===== src/rtl/uart_dump_pkg.sv =====
// uart_dump_pkg
//   Shared types and defaults for the UART dump sequencer.
//   - dump_state_t : frame-level states (header, length, payload read/send, checksum, finish)
//   - hs_state_t   : per-byte transmitter handshake states
//   - HDR_BYTE_DEFAULT / START_HOLD_DEFAULT : default header value and trans_en hold length
//   - is_byte_state(): true for the states that push one byte onto the line
package uart_dump_pkg;

  localparam logic [7:0]  HDR_BYTE_DEFAULT   = 8'hA5;
  localparam int unsigned START_HOLD_DEFAULT = 10416;

  typedef enum logic [3:0] {
    IDLE,
    HDR,
    LEN_HI,
    LEN_LO,
    RD,
    RDW,
    PAY,
    CSUM,
    FIN
  } dump_state_t;

  typedef enum logic [1:0] {
    S_IDLE,
    S_REQ,
    S_HOLD,
    S_DRAIN
  } hs_state_t;

  function automatic logic is_byte_state(input dump_state_t s);
    return (s == HDR) || (s == LEN_HI) || (s == LEN_LO) || (s == PAY) || (s == CSUM);
  endfunction

endpackage


===== src/rtl/uart_dump_sequencer_if.sv =====
// uart_dump_sequencer_if
//   Bundles the control, sample-RAM read port and UART transmitter signals of the
//   dump sequencer.
//   master : the sequencer (drives mem_rd_en, mem_addr, trans_en, data_out, active, done)
//   slave  : the surroundings (drives start, byte_count, abort, mem_rd_data, tx_busy)
interface uart_dump_sequencer_if #(
  parameter int unsigned ADDR_W = 16
);
  logic              start;
  logic [ADDR_W-1:0] byte_count;
  logic              abort;
  logic              mem_rd_en;
  logic [ADDR_W-1:0] mem_addr;
  logic [7:0]        mem_rd_data;
  logic              trans_en;
  logic [7:0]        data_out;
  logic              tx_busy;
  logic              active;
  logic              done;

  modport master (
    input  start, byte_count, abort, mem_rd_data, tx_busy,
    output mem_rd_en, mem_addr, trans_en, data_out, active, done
  );

  modport slave (
    output start, byte_count, abort, mem_rd_data, tx_busy,
    input  mem_rd_en, mem_addr, trans_en, data_out, active, done
  );
endinterface


===== src/rtl/uart_byte_handshake.sv =====
// uart_byte_handshake
//   Hands one byte to the UART transmitter without loss or repetition.
//   go pulses start a handshake: trans_en is raised until tx_busy is seen, then held
//   for START_HOLD more cycles so the transmitter's baud edge is guaranteed to see it,
//   then dropped while waiting for tx_busy to fall. byte_done pulses on that fall.
//   Ports: input_clk, reset (async, active-low), go, tx_busy -> trans_en, byte_done
module uart_byte_handshake
  import uart_dump_pkg::*;
#(
  parameter int unsigned START_HOLD = START_HOLD_DEFAULT
) (
  input  logic input_clk,
  input  logic reset,
  input  logic go,
  input  logic tx_busy,
  output logic trans_en,
  output logic byte_done
);

  localparam int unsigned      CNT_W     = $clog2(START_HOLD + 1);
  localparam logic [CNT_W-1:0] HOLD_LAST = CNT_W'(START_HOLD - 1);

  hs_state_t        state_reg, state_next;
  logic [CNT_W-1:0] hold_cnt_reg, hold_cnt_next;

  always_ff @(posedge input_clk or negedge reset) begin
    if (!reset) begin
      state_reg    <= S_IDLE;
      hold_cnt_reg <= '0;
    end else begin
      state_reg    <= state_next;
      hold_cnt_reg <= hold_cnt_next;
    end
  end

  always_comb begin
    state_next    = state_reg;
    hold_cnt_next = hold_cnt_reg;
    trans_en      = 1'b0;
    byte_done     = 1'b0;
    unique case (state_reg)
      S_IDLE: begin
        if (go) state_next = S_REQ;
      end
      S_REQ: begin
        trans_en = 1'b1;
        // A transmitter that is already busy lets us through at once; the hold
        // below still keeps trans_en up across at least one baud edge.
        if (tx_busy) begin
          state_next    = S_HOLD;
          hold_cnt_next = '0;
        end
      end
      S_HOLD: begin
        trans_en = 1'b1;
        if (hold_cnt_reg == HOLD_LAST) begin
          state_next    = S_DRAIN;
          hold_cnt_next = '0;
        end else begin
          hold_cnt_next = hold_cnt_reg + CNT_W'(1);
        end
      end
      S_DRAIN: begin
        // trans_en stays low here so the finishing transmitter cannot resend.
        if (!tx_busy) begin
          byte_done  = 1'b1;
          state_next = S_IDLE;
        end
      end
      default: state_next = S_IDLE;
    endcase
  end

endmodule


===== src/rtl/uart_dump_sequencer.sv =====
// uart_dump_sequencer
//   Streams one captured sample buffer to the host through the UART transmitter.
//   Frame: HDR_BYTE, length hi, length lo, N payload bytes from sample RAM, checksum.
//   The checksum is the 8-bit sum of the two length bytes and the payload bytes sent.
//   Ports: input_clk, reset (async, active-low), bus (master side of
//   uart_dump_sequencer_if: start/byte_count/abort control, RAM read port,
//   trans_en/data_out/tx_busy transmitter link, active/done status).
module uart_dump_sequencer
  import uart_dump_pkg::*;
#(
  parameter int unsigned ADDR_W     = 16,
  parameter int unsigned START_HOLD = START_HOLD_DEFAULT,
  parameter logic [7:0]  HDR_BYTE   = HDR_BYTE_DEFAULT
) (
  input  logic                 input_clk,
  input  logic                 reset,
  uart_dump_sequencer_if.master bus
);

  dump_state_t       state_reg, state_next;
  logic [ADDR_W-1:0] n_reg, n_next;
  logic [ADDR_W-1:0] addr_reg, addr_next;
  logic [7:0]        csum_reg, csum_next;
  logic [7:0]        data_reg, data_next;
  logic              go_reg, go_next;
  logic              byte_done;
  logic              hs_trans_en;
  logic [15:0]       len16;
  logic [ADDR_W:0]   addr_inc;
  logic              more;

  // Length field is always 16 bits on the line; narrower counts are zero-extended.
  assign len16    = 16'(n_reg);
  // One extra bit so the last address compare cannot wrap.
  assign addr_inc = {1'b0, addr_reg} + (ADDR_W + 1)'(1);
  assign more     = addr_inc < {1'b0, n_reg};

  uart_byte_handshake #(
    .START_HOLD (START_HOLD)
  ) u_hs (
    .input_clk (input_clk),
    .reset     (reset),
    .go        (go_reg),
    .tx_busy   (bus.tx_busy),
    .trans_en  (hs_trans_en),
    .byte_done (byte_done)
  );

  always_ff @(posedge input_clk or negedge reset) begin
    if (!reset) begin
      state_reg <= IDLE;
      n_reg     <= '0;
      addr_reg  <= '0;
      csum_reg  <= '0;
      data_reg  <= '0;
      go_reg    <= 1'b0;
    end else begin
      state_reg <= state_next;
      n_reg     <= n_next;
      addr_reg  <= addr_next;
      csum_reg  <= csum_next;
      data_reg  <= data_next;
      go_reg    <= go_next;
    end
  end

  // data_out only changes while the handshake is idle or draining, so it is
  // stable whenever trans_en is high. The checksum accumulates as each byte is
  // loaded into data_out.
  always_comb begin
    state_next = state_reg;
    n_next     = n_reg;
    addr_next  = addr_reg;
    csum_next  = csum_reg;
    data_next  = data_reg;
    unique case (state_reg)
      IDLE: begin
        if (bus.start) begin
          n_next     = bus.byte_count;
          addr_next  = '0;
          csum_next  = '0;
          data_next  = HDR_BYTE;
          state_next = HDR;
        end
      end
      HDR: begin
        if (byte_done) begin
          data_next  = len16[15:8];
          csum_next  = csum_reg + len16[15:8];
          state_next = LEN_HI;
        end
      end
      LEN_HI: begin
        if (byte_done) begin
          data_next  = len16[7:0];
          csum_next  = csum_reg + len16[7:0];
          state_next = LEN_LO;
        end
      end
      LEN_LO: begin
        if (byte_done) begin
          if (n_reg == '0) begin
            data_next  = csum_reg;
            state_next = CSUM;
          end else begin
            state_next = RD;
          end
        end
      end
      RD: state_next = RDW;
      RDW: begin
        data_next  = bus.mem_rd_data;
        csum_next  = csum_reg + bus.mem_rd_data;
        state_next = PAY;
      end
      PAY: begin
        if (byte_done) begin
          addr_next = addr_inc[ADDR_W-1:0];
          if (more && !bus.abort) begin
            state_next = RD;
          end else begin
            data_next  = csum_reg;
            state_next = CSUM;
          end
        end
      end
      CSUM: begin
        if (byte_done) state_next = FIN;
      end
      FIN:     state_next = IDLE;
      default: state_next = IDLE;
    endcase
    // One go pulse per byte state, issued the cycle after the state is entered.
    go_next = is_byte_state(state_next) && (state_next != state_reg);
  end

  assign bus.mem_rd_en = (state_reg == RD);
  assign bus.mem_addr  = addr_reg;
  assign bus.data_out  = data_reg;
  assign bus.trans_en  = hs_trans_en;
  assign bus.active    = (state_reg != IDLE) && (state_reg != FIN);
  assign bus.done      = (state_reg == FIN);

endmodule


===== src/flat_wrapper.sv =====
// flat-port wrapper written by rule: the top's interface ports become plain ports
module uart_dump_sequencer_flat import uart_dump_pkg::*;
#(
  parameter int unsigned ADDR_W     = 16,
  parameter int unsigned START_HOLD = START_HOLD_DEFAULT,
  parameter logic [7:0]  HDR_BYTE   = HDR_BYTE_DEFAULT
)
  (input_clk, reset, bus_start, bus_byte_count, bus_abort, bus_mem_rd_data, bus_tx_busy, bus_mem_rd_en, bus_mem_addr, bus_trans_en, bus_data_out, bus_active, bus_done);
  uart_dump_sequencer_if #(.ADDR_W(ADDR_W)) bus_i ();
  input  logic input_clk;
  input  logic reset;
  input wire logic [$bits(bus_i.start)-1:0] bus_start;
  input wire logic [$bits(bus_i.byte_count)-1:0] bus_byte_count;
  input wire logic [$bits(bus_i.abort)-1:0] bus_abort;
  input wire logic [$bits(bus_i.mem_rd_data)-1:0] bus_mem_rd_data;
  input wire logic [$bits(bus_i.tx_busy)-1:0] bus_tx_busy;
  output wire logic [$bits(bus_i.mem_rd_en)-1:0] bus_mem_rd_en;
  output wire logic [$bits(bus_i.mem_addr)-1:0] bus_mem_addr;
  output wire logic [$bits(bus_i.trans_en)-1:0] bus_trans_en;
  output wire logic [$bits(bus_i.data_out)-1:0] bus_data_out;
  output wire logic [$bits(bus_i.active)-1:0] bus_active;
  output wire logic [$bits(bus_i.done)-1:0] bus_done;
  assign bus_i.start = bus_start;
  assign bus_i.byte_count = bus_byte_count;
  assign bus_i.abort = bus_abort;
  assign bus_i.mem_rd_data = bus_mem_rd_data;
  assign bus_i.tx_busy = bus_tx_busy;
  assign bus_mem_rd_en = bus_i.mem_rd_en;
  assign bus_mem_addr = bus_i.mem_addr;
  assign bus_trans_en = bus_i.trans_en;
  assign bus_data_out = bus_i.data_out;
  assign bus_active = bus_i.active;
  assign bus_done = bus_i.done;
  uart_dump_sequencer #(.ADDR_W(ADDR_W), .START_HOLD(START_HOLD), .HDR_BYTE(HDR_BYTE)) u_core (.input_clk(input_clk), .reset(reset), .bus(bus_i));
endmodule

===== config.mk =====
export PLATFORM = sky130hd
export DESIGN_NAME = uart_dump_sequencer_flat
export DESIGN_NICKNAME = d
export VERILOG_FILES = /design/src/rtl/uart_dump_pkg.sv /design/src/rtl/uart_dump_sequencer_if.sv /design/src/rtl/uart_byte_handshake.sv /design/src/rtl/uart_dump_sequencer.sv /design/src/flat_wrapper.sv
export SDC_FILE = /design/constraint.sdc
export NUM_CORES = 1
export LEC_CHECK = 0
export ABC_AREA = 1
export CAP_MARGIN = 25
export CORE_MARGIN = 5
export CORE_UTILIZATION = 35
export DETAILED_ROUTE_END_ITERATION = 8
export GPL_ROUTABILITY_DRIVEN = 0
export GPL_TIMING_DRIVEN = 0
export PLACE_DENSITY_LB_ADDON = 0.1
export SYNTH_ARGS = -nofsm -noshare
export SYNTH_HDL_FRONTEND = slang
export SYNTH_HIERARCHICAL = 1
export SYNTH_SLANG_ARGS = --single-unit

===== constraint.sdc =====
create_clock -name input_clk -period 5.75 [get_ports input_clk]
set_input_delay 1.15 -clock input_clk [delete_from_list [all_inputs] [get_ports input_clk]]
set_output_delay 1.15 -clock input_clk [all_outputs]
set_load 0.02 [all_outputs]

==> results.ini <==
[timing]
max_slew.worst_pin.slew_ns = 0.497
maxClockFrequency_mhz = 325
slew_headroom_pct = 66.8
final-max-slew-violation-count = 0
period_minus_slack_ns = 3.08
rsz0062_at_grt = no
part_of_the_cycle_the_worst_path_needs_pct = 53.6
fin_hold_ws_ns = 0.465
final_hold_fails = 0
setup_violations = 0
timing.setup.tns_ns = 0
clock-skew-final_ns = 0.00815

[logic_synthesis]
count_of_state_elements_after_synthesis = 69
ys_warn_count = 6
ys_async_sr_fraction_pct = 100
syn_area_um2 = 4720
synth_area_per_cell_um2 = 7.19
syn_inst = 656
synth_fp_nets = 715
yosysTopAreaCell = dfrtp_1
post-synth-top-count-cell = nand2_1
synth.yosys.seq_area_share_pct = 36.6
synthDominantCellAreaShare_pct = 36.6
synthTopCellsByCount = nand2_1, inv_1, dfrtp_1, nor2_1
synth_flop_cell = dfrtp_1
synth_enable_flop_cells = 0
post_synth_main_area_contributors = dfrtp_1, nand2_1, ha_1
netlist-cell-type-count = 35

[place]
port-buffer-count = 56
dp_hpwl_mm = 9.95
detailed_place.area_um2 = 5520
dp.cells = 889

[layout]
diode_insertion_count_for_antenna_repair = 0
fin_area_um2 = 5810
drive_above_1_share_pct = 9.75
finalNetCount = 783
syn2layout_area_growth_pct = 23.2
non_filler_instance_count_after_layout = 904

[worst_hold_path]
hold_depth = 2
hold_end = u_core/bus.data_out[2]
hp-class = reg2reg
worstHoldStart = u_core/bus.data_out[2]

[floorplan]
initial_core_util_pct = 35.6
ioPinCount = 57
fp.dieH_um = 126
rows = 42
core-area_um2 = 13200
width_of_the_chip_um = 126
floorplan.die_area_um2 = 15900

[clock_tree]
clock_slew_at_the_register_clock_pins_of_the_worst_setup_and_hold_paths_ns = 0.05
post_cts.repair.setup_buffers = 0
htreeDepth = 3
clk_latency_ns = 0.34
clock-root-buffer = clkbuf_16
cts_sinks = 69
cts-resized-gates = 0
holdBufCountCts = 0
tritoncts = done
cts_buffers = 9
cts-root-to-sink-buffers = 2

[run_status]
run_status = finished clean

[pwr]
vdd_drop_max_uv = 176
p_leak_nw = 2.87
cellPowerDensity_nw_per_um2 = 465
post-layout-total-power_mw = 2.70

[critical_path]
worstSetupPathType = reg2out
rr_endpoint = u_core/bus.data_out[0]
ff_to_ff_start = u_core/bus.mem_addr[0]
cp_data_arrival_time_ns = 1.93
r2r.worst_path.cells = 16
cp-end-kind = primary output
r2r_slack_ns = 2.90
critical_path_origin = u_core/state_reg[3]
critical_path.max_fanout = 6
critical_path_required_ns = 4.60
timing.critical_path.from_type = register

[routing]
viasPerCell = 4.77
route.detailed.wl_per_inst_um = 13.9
antenna_violating_nets_post_route = 0
drtPass1Iterations = 5
post-route-drc-count = 0
drt_iter0_markers = 333
routed-via-count = 4312
routed_wirelength_mm = 12.5

[grt]
grt_first_pass_wirelength_mm = 21.1
grt_antenna_before_repair = 0
grtUsageTotal_pct = 16.7
grt_max_degree = 41
globalRoute.totalOverflow = 0
number_of_global_route_vias_before_repair = 4200

[job]
cap_violations = 0

worst max path at each step:
stage,end,slack (ns),depth (start not counted)
floorplan,u_core/bus.data_out[0],3.21,16
global placement,u_core/bus.mem_addr[5],0.90,1
detailed placement,u_core/bus.mem_addr[1],2.42,8
CTS,bus_mem_rd_en,2.63,4
global route,u_core/bus.data_out[6],2.45,18
finish,bus_mem_rd_en,2.67,4
per-stage QoR:
stage	setup WS, ns	util (%)
6_report	2.67	43.9
5_1_grt	2.45	43.9
4_1_cts	2.63	43.9
3_5_place_dp	2.42	41.6
3_3_place_gp	0.895	41.5
2_1_floorplan	3.21	-
layout make-up:
class | instances | area, um^2
fillers | 1408 | 7430
multi-input cells | 483 | 2590
flip-flops and latches | 69 | 1730
repair buffers | 57 | 578
inverters | 98 | 373
clock buffers | 14 | 264
well taps | 176 | 220
clock inverters | 1 | 30.0
plain buffers | 6 | 30.0
layout by cell type (no fill, tap or decap), types with 2 or more instances in the layout:
master,n
a31oi_1,2
dfrtp_1,69
buf_2,3
nand2_2,11
clkbuf_8,2
o21ai_0,39
xor2_1,16
clkbuf_16,9
or2_2,3
o21a_1,2
nor2_2,12
nor2_1,59
buf_4,2
nor2_4,2
nand3_2,2
a22o_1,2
clkbuf_1,5
inv_2,12
nand4_1,7
inv_1,85
nor3_1,6
o21bai_1,8
clkdlybuf4s50_1,55
nand2_1,196
ha_1,29
a21oi_1,20
nand2_4,6
o21ai_1,7
nand3_1,39
a21oi_4,2
o22ai_1,7
metal layers:
layer | track usage (%) | vias up | share of wire (%)
met5 | 0 | - | 0
met3 | 4.15 | 19 | 4.6
met4 | 5.36 | 0 | 1.7
met1 | 22.6 | 1986 | 48
li1 | - | 2213 | -
met2 | 26.2 | 94 | 46
critical path: stages (launching register included):
cell,delay [ns]
dfrtp_1,0.42
inv_1,0.11
nand2_2,0.11
nor3_1,0.28
clkdlybuf4s50_1,0.67
kinds of logic after synthesis:
group                      synth area share, %
DFF                                       36.6
adders and majority gates                 8.12
and+or+nand+nor                           32.4
AOI/OAI and AO/OA                         11.4
buffers and inverters                     8.54
xor gates and xnor gates                  2.97
where the power goes:
part / total (mW) / switching, mW / leakage, nW / internal [mW]
clock network: 0.558 / 0.200 / 0.143 / 0.357
logic: 1.42 / 0.921 / 1.82 / 0.499
registers: 0.722 / 0.0962 / 0.906 / 0.626
total: 2.70 / 1.22 / 2.87 / 1.48
Note: power is estimated with default switching activity, not from simulation.
